`src/rtl/full_add_3b_bist_pkg.sv`:
```
// Shared definitions for the full_add_3b exhaustive self-test block:
// FSM state encoding and vector/counter width helpers.
package full_add_3b_bist_pkg;

    typedef enum logic [2:0] {
        S_IDLE   = 3'd0,
        S_APPLY  = 3'd1,
        S_SETTLE = 3'd2,
        S_CHECK  = 3'd3,
        S_DONE   = 3'd4
    } state_t;

    // Vector index {cin,b,a} width
    function automatic int idx_w(input int width);
        return 2 * width + 1;
    endfunction

    // Error counter width: one bit wider than the index so 2^IDX_W fits
    function automatic int cnt_w(input int width);
        return 2 * width + 2;
    endfunction

endpackage

```
`src/rtl/full_add_3b_bist_ref.sv`:
```
// Golden ripple-carry adder model (combinational), reusable by benches.
// exp_cout[i] is the carry out of bit i; cin feeds bit 0.
module full_add_ref #(
    parameter int WIDTH = 3
) (
    input  logic [WIDTH-1:0] a,
    input  logic [WIDTH-1:0] b,
    input  logic             cin,
    output logic [WIDTH-1:0] exp_sum,
    output logic [WIDTH-1:0] exp_cout
);

    // Ripple the carry from bit 0 upward
    always_comb begin : ref_chain
        logic c;
        c        = cin;
        exp_sum  = {WIDTH{1'b0}};
        exp_cout = {WIDTH{1'b0}};
        for (int i = 0; i < WIDTH; i++) begin
            exp_sum[i]  = a[i] ^ b[i] ^ c;
            exp_cout[i] = (a[i] & b[i]) | (a[i] & c) | (b[i] & c);
            c           = exp_cout[i];
        end
    end

endmodule

```
`src/rtl/full_add_3b_bist.sv`:
```
// Exhaustive on-board self-test for full_add_3b: walks every {cin,b,a} vector,
// compares the adder's sum/carry vector to a reference and records the outcome.
module full_add_3b_bist
    import full_add_3b_bist_pkg::*;
#(
    parameter int WIDTH         = 3,
    parameter int SETTLE_CYCLES = 1
) (
    input  logic               clk,
    input  logic               rst,
    input  logic               start,
    output logic [WIDTH-1:0]   a_o,
    output logic [WIDTH-1:0]   b_o,
    output logic               cin_o,
    input  logic [WIDTH-1:0]   sum_i,
    input  logic [WIDTH-1:0]   cout_i,
    output logic               busy,
    output logic               done,
    output logic               pass,
    output logic [2*WIDTH+1:0] err_cnt,
    output logic [2*WIDTH:0]   first_err_idx,
    output logic               first_err_valid
);

    localparam int IDX_W = idx_w(WIDTH);
    localparam int CNT_W = cnt_w(WIDTH);
    localparam int SC_W  = (SETTLE_CYCLES > 1) ? $clog2(SETTLE_CYCLES) : 1;
    localparam logic [IDX_W-1:0] IDX_MAX = {IDX_W{1'b1}};
    localparam logic [CNT_W-1:0] CNT_MAX = {CNT_W{1'b1}};
    localparam logic [SC_W-1:0]  SC_LOAD = SC_W'(SETTLE_CYCLES - 1);

    state_t           r_state;
    state_t           w_state_nxt;
    logic [IDX_W-1:0] r_idx;
    logic [IDX_W-1:0] r_first_idx;
    logic             r_first_valid;
    logic [CNT_W-1:0] r_err_cnt;
    logic [SC_W-1:0]  r_settle;
    logic             r_busy;
    logic             r_done;
    logic             r_pass;
    logic             w_busy;
    logic             w_done;
    logic [WIDTH-1:0] w_exp_sum;
    logic [WIDTH-1:0] w_exp_cout;
    logic             w_mismatch;

    full_add_ref #(.WIDTH(WIDTH)) u_ref (
        .a        (r_idx[WIDTH-1:0]),
        .b        (r_idx[2*WIDTH-1:WIDTH]),
        .cin      (r_idx[2*WIDTH]),
        .exp_sum  (w_exp_sum),
        .exp_cout (w_exp_cout)
    );

    assign w_mismatch = (sum_i != w_exp_sum) || (cout_i != w_exp_cout);

    // State register
    always_ff @(posedge clk or posedge rst) begin
        if (rst) begin
            r_state <= S_IDLE;
        end else begin
            r_state <= w_state_nxt;
        end
    end

    // Next-state logic
    always_comb begin
        w_state_nxt = r_state;
        case (r_state)
            S_IDLE:   if (start) w_state_nxt = S_APPLY; else w_state_nxt = S_IDLE;
            S_APPLY:  w_state_nxt = S_SETTLE;
            S_SETTLE: if (r_settle == {SC_W{1'b0}}) w_state_nxt = S_CHECK;
                      else w_state_nxt = S_SETTLE;
            S_CHECK:  if (r_idx == IDX_MAX) w_state_nxt = S_DONE;
                      else w_state_nxt = S_APPLY;
            S_DONE:   if (start) w_state_nxt = S_APPLY; else w_state_nxt = S_DONE;
            default:  w_state_nxt = S_IDLE;
        endcase
    end

    // Status decode from the current state
    always_comb begin
        w_busy = 1'b0;
        w_done = 1'b0;
        case (r_state)
            S_APPLY, S_SETTLE, S_CHECK: w_busy = 1'b1;
            S_DONE:                     w_done = 1'b1;
            default: begin
                w_busy = 1'b0;
                w_done = 1'b0;
            end
        endcase
    end

    // Vector index, settle timer, error counter and first-failure capture
    always_ff @(posedge clk or posedge rst) begin
        if (rst) begin
            r_idx         <= {IDX_W{1'b0}};
            r_settle      <= {SC_W{1'b0}};
            r_err_cnt     <= {CNT_W{1'b0}};
            r_first_idx   <= {IDX_W{1'b0}};
            r_first_valid <= 1'b0;
        end else begin
            case (r_state)
                S_IDLE, S_DONE: begin
                    if (start) begin
                        r_idx         <= {IDX_W{1'b0}};
                        r_err_cnt     <= {CNT_W{1'b0}};
                        r_first_idx   <= {IDX_W{1'b0}};
                        r_first_valid <= 1'b0;
                    end
                end
                S_APPLY:  r_settle <= SC_LOAD;
                S_SETTLE: begin
                    if (r_settle != {SC_W{1'b0}}) r_settle <= r_settle - SC_W'(1);
                end
                S_CHECK: begin
                    if (w_mismatch) begin
                        if (r_err_cnt != CNT_MAX) r_err_cnt <= r_err_cnt + CNT_W'(1);
                        if (!r_first_valid) begin
                            r_first_idx   <= r_idx;
                            r_first_valid <= 1'b1;
                        end
                    end
                    // Index holds at max after the last vector
                    if (r_idx != IDX_MAX) r_idx <= r_idx + IDX_W'(1);
                end
                default: r_settle <= {SC_W{1'b0}};
            endcase
        end
    end

    // Registered status outputs
    always_ff @(posedge clk or posedge rst) begin
        if (rst) begin
            r_busy <= 1'b0;
            r_done <= 1'b0;
            r_pass <= 1'b0;
        end else begin
            r_busy <= w_busy;
            r_done <= w_done;
            r_pass <= w_done && (r_err_cnt == {CNT_W{1'b0}});
        end
    end

    assign a_o             = r_idx[WIDTH-1:0];
    assign b_o             = r_idx[2*WIDTH-1:WIDTH];
    assign cin_o           = r_idx[2*WIDTH];
    assign busy            = r_busy;
    assign done            = r_done;
    assign pass            = r_pass;
    assign err_cnt         = r_err_cnt;
    assign first_err_idx   = r_first_idx;
    assign first_err_valid = r_first_valid;

endmodule

```
`config.mk`:
```
export PLATFORM = sky130hd
export DESIGN_NAME = full_add_3b_bist
export DESIGN_NICKNAME = d
export VERILOG_FILES = /design/src/rtl/full_add_3b_bist_pkg.sv /design/src/rtl/full_add_3b_bist_ref.sv /design/src/rtl/full_add_3b_bist.sv
export SDC_FILE = /design/constraint.sdc
export NUM_CORES = 1
export LEC_CHECK = 0
export CAP_MARGIN = 15
export CORE_MARGIN = 3
export CORE_UTILIZATION = 45
export CTS_CLUSTER_SIZE = 24
export DETAILED_ROUTE_END_ITERATION = 12
export GPL_ROUTABILITY_DRIVEN = 0
export PLACE_DENSITY = 0.83
export SLEW_MARGIN = 15
export SYNTH_ARGS = -nofsm -noshare
export SYNTH_HDL_FRONTEND = slang
export SYNTH_SLANG_ARGS = --single-unit
```
`constraint.sdc`:
```
create_clock -name clk -period 3.35 [get_ports clk]
set_input_delay 0.67 -clock clk [delete_from_list [all_inputs] [get_ports clk]]
set_output_delay 0.67 -clock clk [all_outputs]
set_load 0.02 [all_outputs]
```
Word-level counts from Yosys, hierarchy flattened:

Cells that the tools add are included.

* input port bits: 9
* flip-flop bits (word level): 30
* word-level logic and storage cells: 81
* output and inout bits: 26

* bitwise gates (word level): 21
* muxes and demuxes: 22
* eq/ne operators: 14
* $add $sub $neg: 3
* reduce and logical (&&, ||, !) cells: 12

Operators by type and width (number)
* $mux W7: 4
* $pmux W7 S2: 2
* $mux W8: 3
* $pmux W8 S2: 1
* $pmux W3 S5: 1
* $ne A2 B2 Y1 const B: 5
* $and A1 B1 Y1: 9
* $add A8 B1 Y8 const B: 1
* $logic_not A8 Y1: 1
* $ne A8 B8 Y1 const B: 1
* $reduce_and A4 Y1: 2
* $add A7 B1 Y7 const B: 1
* $eq A7 B7 Y1 const B: 1
* $mux W1: 7
* $ne A7 B7 Y1 const B: 1
* $eq A3 B2 Y1 const B: 2
* $mux W3: 2
* $ne A3 B3 Y1: 2
* $or A1 B1 Y1: 6
* $reduce_and A3 Y1: 2
* $reduce_or A3 Y1: 2
* $xor A1 B1 Y1: 6
* $pmux W1 S2: 2
* $eq A3 B1 Y1 const B: 1
* 7 further kinds: 7

Longest topological paths before layout:

* word-level depth: 13
* depth in mapped cells: 10
* gate-level depth less buffers: 10

By module:

Synthesis repeated with hierarchy kept, for this count alone.

* cell total of the unflattened synthesis: 184
* area, all modules: 1667.8 um2

Modules (own cells, without submodules)
* full_add_3b_bist: sequential area each 725.7 um2, cells an instance 170, times used 1, area an instance 1562.7 um2
* full_add_ref: sequential area each 0.0 um2, cells an instance 14, times used 1, area an instance 105.1 um2

Worst setup path after synthesis:

Ideal clock, no wire load.

* path kind: flip-flop to flip-flop
* start point: reg r_idx[0]
* end point: reg r_err_cnt[6] (netlist: err_cnt[6])
* data required time: 3.227 ns
* path buffers: 0
* library setup time: 0.123 ns
* period minus slack after synthesis: 2.867 ns
* data arrival time: 2.744 ns
* slack: 0.483 ns
* stages on the path, launching flop included: 11
* path through: dfrtp_1 -> inv_1 -> fa_1 -> inv_1 -> fa_1 -> inv_1 -> fa_1 -> xor2_1 -> and4_4 -> a2111o_1 -> mux2i_1

* word-level cells in the longest chain between the ends: 13
* elaborated cells between the ends (all ways): 21
* those cells by class: eq/ne (3); bitwise (16); reduce/logical (2)

RTL lines
* start: declaration: line full_add_3b_bist.sv:34 `logic [IDX_W-1:0] r_idx;`
* start signal: assignment: line full_add_3b_bist.sv:99 `r_idx <= {IDX_W{1'b0}};`
* start signal: assignment: line full_add_3b_bist.sv:108 `r_idx <= {IDX_W{1'b0}};`
* start signal: assignment: line full_add_3b_bist.sv:127 `if (r_idx != IDX_MAX) r_idx <= r_idx + IDX_W'(1);`
* $and A1 B1 Y1: line full_add_3b_bist_ref.sv:21 `exp_cout[i] = (a[i] & b[i]) | (a[i] & c) | (b[i] & c);`
* $or A1 B1 Y1 (2 in series): line full_add_3b_bist_ref.sv:21
* $and A1 B1 Y1: line full_add_3b_bist_ref.sv:21
* $or A1 B1 Y1 (2 in series): line full_add_3b_bist_ref.sv:21
* $and A1 B1 Y1: line full_add_3b_bist_ref.sv:21
* $or A1 B1 Y1 (2 in series): line full_add_3b_bist_ref.sv:21
* $ne A3 B3 Y1: line full_add_3b_bist.sv:56 `assign w_mismatch = (sum_i != w_exp_sum) || (cout_i != w_exp_cout);`
* $logic_or A1 B1 Y1 (*): line full_add_3b_bist.sv:56
* $ne A2 B2 Y1 (no line) (*)
* $reduce_and A4 Y1 (no line) (*)
* end signal: assignment: line full_add_3b_bist.sv:101 `r_err_cnt <= {CNT_W{1'b0}};`
* end signal: assignment: line full_add_3b_bist.sv:109 `r_err_cnt <= {CNT_W{1'b0}};`
* end signal: assignment: line full_add_3b_bist.sv:120 `if (r_err_cnt != CNT_MAX) r_err_cnt <= r_err_cnt + CNT_W'(1);`
* end: declaration: line full_add_3b_bist.sv:37 `logic [CNT_W-1:0] r_err_cnt;`

Every way passes the cells marked *; elsewhere a longest branch is shown, timed or not.
A chain may end at the register's enable or synchronous reset.

Worst setup path in the final report:

* start point: reg r_idx[0]
* end point: reg r_first_idx[0] (netlist: first_err_idx[0])

* word-level cells in the longest chain between the ends: 13
* elaborated cells between the ends (all ways): 24
* those cells by class: eq/ne (3); mux (3); bitwise (16); reduce/logical (2)

RTL lines
* $and A1 B1 Y1: line full_add_3b_bist_ref.sv:21
* $or A1 B1 Y1 (2 in series): line full_add_3b_bist_ref.sv:21
* $and A1 B1 Y1: line full_add_3b_bist_ref.sv:21
* $or A1 B1 Y1 (2 in series): line full_add_3b_bist_ref.sv:21
* $and A1 B1 Y1: line full_add_3b_bist_ref.sv:21
* $or A1 B1 Y1 (2 in series): line full_add_3b_bist_ref.sv:21
* $ne A3 B3 Y1: line full_add_3b_bist.sv:56
* $logic_or A1 B1 Y1: line full_add_3b_bist.sv:56
* $ne A2 B2 Y1 (no line)
* $reduce_and A4 Y1 (no line)
* end signal: assignment: line full_add_3b_bist.sv:102 `r_first_idx <= {IDX_W{1'b0}};`
* end signal: assignment: line full_add_3b_bist.sv:110 `r_first_idx <= {IDX_W{1'b0}};`
* end signal: assignment: line full_add_3b_bist.sv:122 `r_first_idx <= r_idx;`
* end: declaration: line full_add_3b_bist.sv:35 `logic [IDX_W-1:0] r_first_idx;`

Parallel ways exist; a longest one is shown, timed or not. The select of a mux whose other input is x is not followed.

==> impl_results.md <==
- Netlist Area Pre-Place: 0.001682 mm2
- Status: completed
- Final slew viol count: 0
- Hold_buf cts: 0
- Power Total: 1.631 mW
- Element type at the critical path end: flop
- Synth unique cells: 44
- Syn_area_per_cell: 10.01 um2
- Worst reg2reg path startpoint: r_idx[0]
- Max cap viols: 0
- F_max: 338.8 MHz
- Htree depth: 2
- First-pass detailed-route iteration total: 4
- Crit path required time: 3560 ps
- Multi-input gate area: 883.3 um2
- # rows: 21
- Fin nets: 221
- Crit-path max FO: 8
- Antenna violations before repair: 0
- Sequential fraction of the synthesis area: 0.4315
- Synth top area share: 0.4315
- Int Pwr: 0.9152 mW
- Worst rel slew slack: 0.5306
- CTS Buf Count: 5
- Skew-Pair Late Insertion Delay: 280 ps
- Antenna Cells: 0
- Max IR drop VDD: 0.3760 mV
- Slew @ Worst Pin: 702.4 ps
- Synth Register Bits: 29
- FILL cells: 297
- Die area: 0.004506 mm2
- Switching power: 0.7155 mW
- Clk network pwr share: 0.171
- Post-route ant nets: 0
- Hold WS: 520.9 ps
- Core Region: 0.003468 mm2
- Drt via density: 5.755
- Critical path class: flop to flop
- Die Ht: 67.13 um
- Top cells by area, synth: dfrtp_1, mux2i_1, o211ai_1
- Worst EP arrival: 3160 ps
- Die width: 67.13 um
- LEAKAGE: 0.9044 nW
- Syn nets: 183
- Clock transition at path regs: 60 ps
- GRT Total Usage: 0.1987
- GRT overflow: 0
- Critical Path Start: r_idx[0]
- Port bufs: 34
- Drt wl/cell: 15.38 um
- Setup violators final: 0
- Clock skew: 5.899 ps
- Final Routed Wirelength: 3892 um
- PostCTS Resize Cnt: 0
- Time the worst path needs with I/O delays and setup: 2951 ps
- Setup TNS: 0 ps
- P&R area growth vs syn: 28.05%
- RSZ-0062 raised after global routing: no
- Final Hold Viols: 0
- Switch share: 0.4387
- Starting Density: 0.4848
- Initial DRC count: 106
- Total number of vias: 1,456
- Kind of start point of the critical path: flop
- Ys async rst share: 1.000
- Clock tree buffer depth: 2
- Crit share post-route: 0.8810
- Post-CTS Setup Bufs: 0
- CTS tree: yes
- HP Start: first_err_idx[4]
- DP HPWL: 2777 um
- Hold Crit Class: flop to flop
- Clock Sinks: 29
- DRC errors left: 0
- Post-synth top cells: dfrtp_1, nand2_1, inv_1
- CTS Root Buffer Type: clkbuf_8
- Pwr Density: 757.3 mW/mm2
- Sequential Power Share: 0.354
- Vias in the first global route: 1,430
- Synthesis warning total: 0
- Pin count of the biggest net entering global routing: 30
- Ports: 35
- Mapped Cells: 168
- Post-synth EDFFs: 0
- Share of layout cells above drive strength 1: 0.07729
- Comb pwr share: 0.475
- First-pass GRT wire length: 6693 um
- Register area: 725.7 um2
- Most frequent cell after synthesis: dfrtp_1
- Main synth FF type: dfrtp_1
- Synth area leader: dfrtp_1
-- power groups by stage --
stage	Clock, mW	Combinational (mW)	Sequential, mW
after floorplan	0	0.434	0.651
after global placement	0	0.766	0.577
after detailed placement	0	0.778	0.579
after CTS	0.289	0.781	0.575
after global routing	0.304	0.855	0.597
final	0.279	0.774	0.577
-- placed cells by master (no fill, tap or decap), types with 2 or more instances in the layout --
master and count:
clkdlybuf4s50_1 34, dfrtp_1 29, nand2_1 17, inv_1 14
nand3_1 9, o211ai_1 9, nor2_1 8, nor3_1 8
mux2i_1 7, clkbuf_8 5, xor2_1 4, o211a_1 4
xnor2_1 3, nor2b_1 3, a32o_1 3, o21ai_1 3
nand4_1 3, and3_1 3, a21oi_1 3, fa_1 3
ha_1 3, or2_1 2, a31oi_1 2, o311ai_1 2
a22o_1 2, clkinv_2 2
-- registers in the layout, summed over array words and instances (netlist names) --
name	cells
busy	1
done	1
err_cnt	8
first_err_idx	7
first_err_valid	1
pass	1
r_idx	7
r_state	3
-- worst paths after layout --
| path | to | slack (ps) | cells past startpoint |
|---|---|---|---|
| min reg2reg | first_err_idx[4] | 520 | 1 |
| max reg2reg | first_err_idx[0] | 400 | 10 |
| min | first_err_idx[4] | 520 | 1 |
| max | first_err_idx[0] | 400 | 10 |
| min in group asynchronous | busy | 760 | 3 |
| max in group asynchronous | first_err_valid | 2310 | 3 |
-- stage by stage --
step           cell area (um2)  std cells    util  setup slack, ps
6_report                  2153        253  0.6209            398.7
5_1_grt                   2153        253  0.6209            146.5
4_1_cts                   2153        253  0.6209            389.1
3_5_place_dp              2067        245  0.5960            388.2
3_3_place_gp              2067        245  0.5960            525.4
2_1_floorplan             1682        168       -            482.7
-- cell type report --
cell class,instances,share of cell area
Clock buffer,5,0.03196
Clock inverter,3,0.008135
Multi-Input combinational cell,121,0.4102
Tap cell,46,0.02673
Sequential cell,29,0.3370
Timing Repair Buffer,35,0.1615
Inverter,14,0.02440
-- per-layer routing --
| layer | up-vias | GRT usage | part of all wire |
|---|---|---|---|
| met2 | 63 | 0.3031 | 0.44 |
| met1 | 682 | 0.2611 | 0.46 |
| li1 | 698 | - | - |
| met3 | 13 | 0.05491 | 0.064 |
| met4 | 0 | 0.09367 | 0.030 |
| met5 | - | 0 | 0 |
-- kinds of logic (layout without fill, tap and decap cells) --
group	count (synthesis)	in the layout	synth area share
AO/OA/AOI/OAI	39	39	0.1875
XOR/XNOR	7	7	0.03646
adder cells (fa/ha/maj)	6	6	0.05804
buffers and inverters	18	57	0.04315
flip-flops	29	29	0.4315
multiplexers	8	8	0.04836
AND/OR/NAND/NOR	61	61	0.1949
-- worst max-delay path: stages, from the launching register on --
cell and delay, ps:
dfrtp_1 410, inv_1 110, fa_1 460, inv_1 90, fa_1 200, inv_1 60, fa_1 490, xor2_1 220
nand4_2 270, o21ai_4 350, mux2i_1 230
Power figures use the tool's default switching activity.
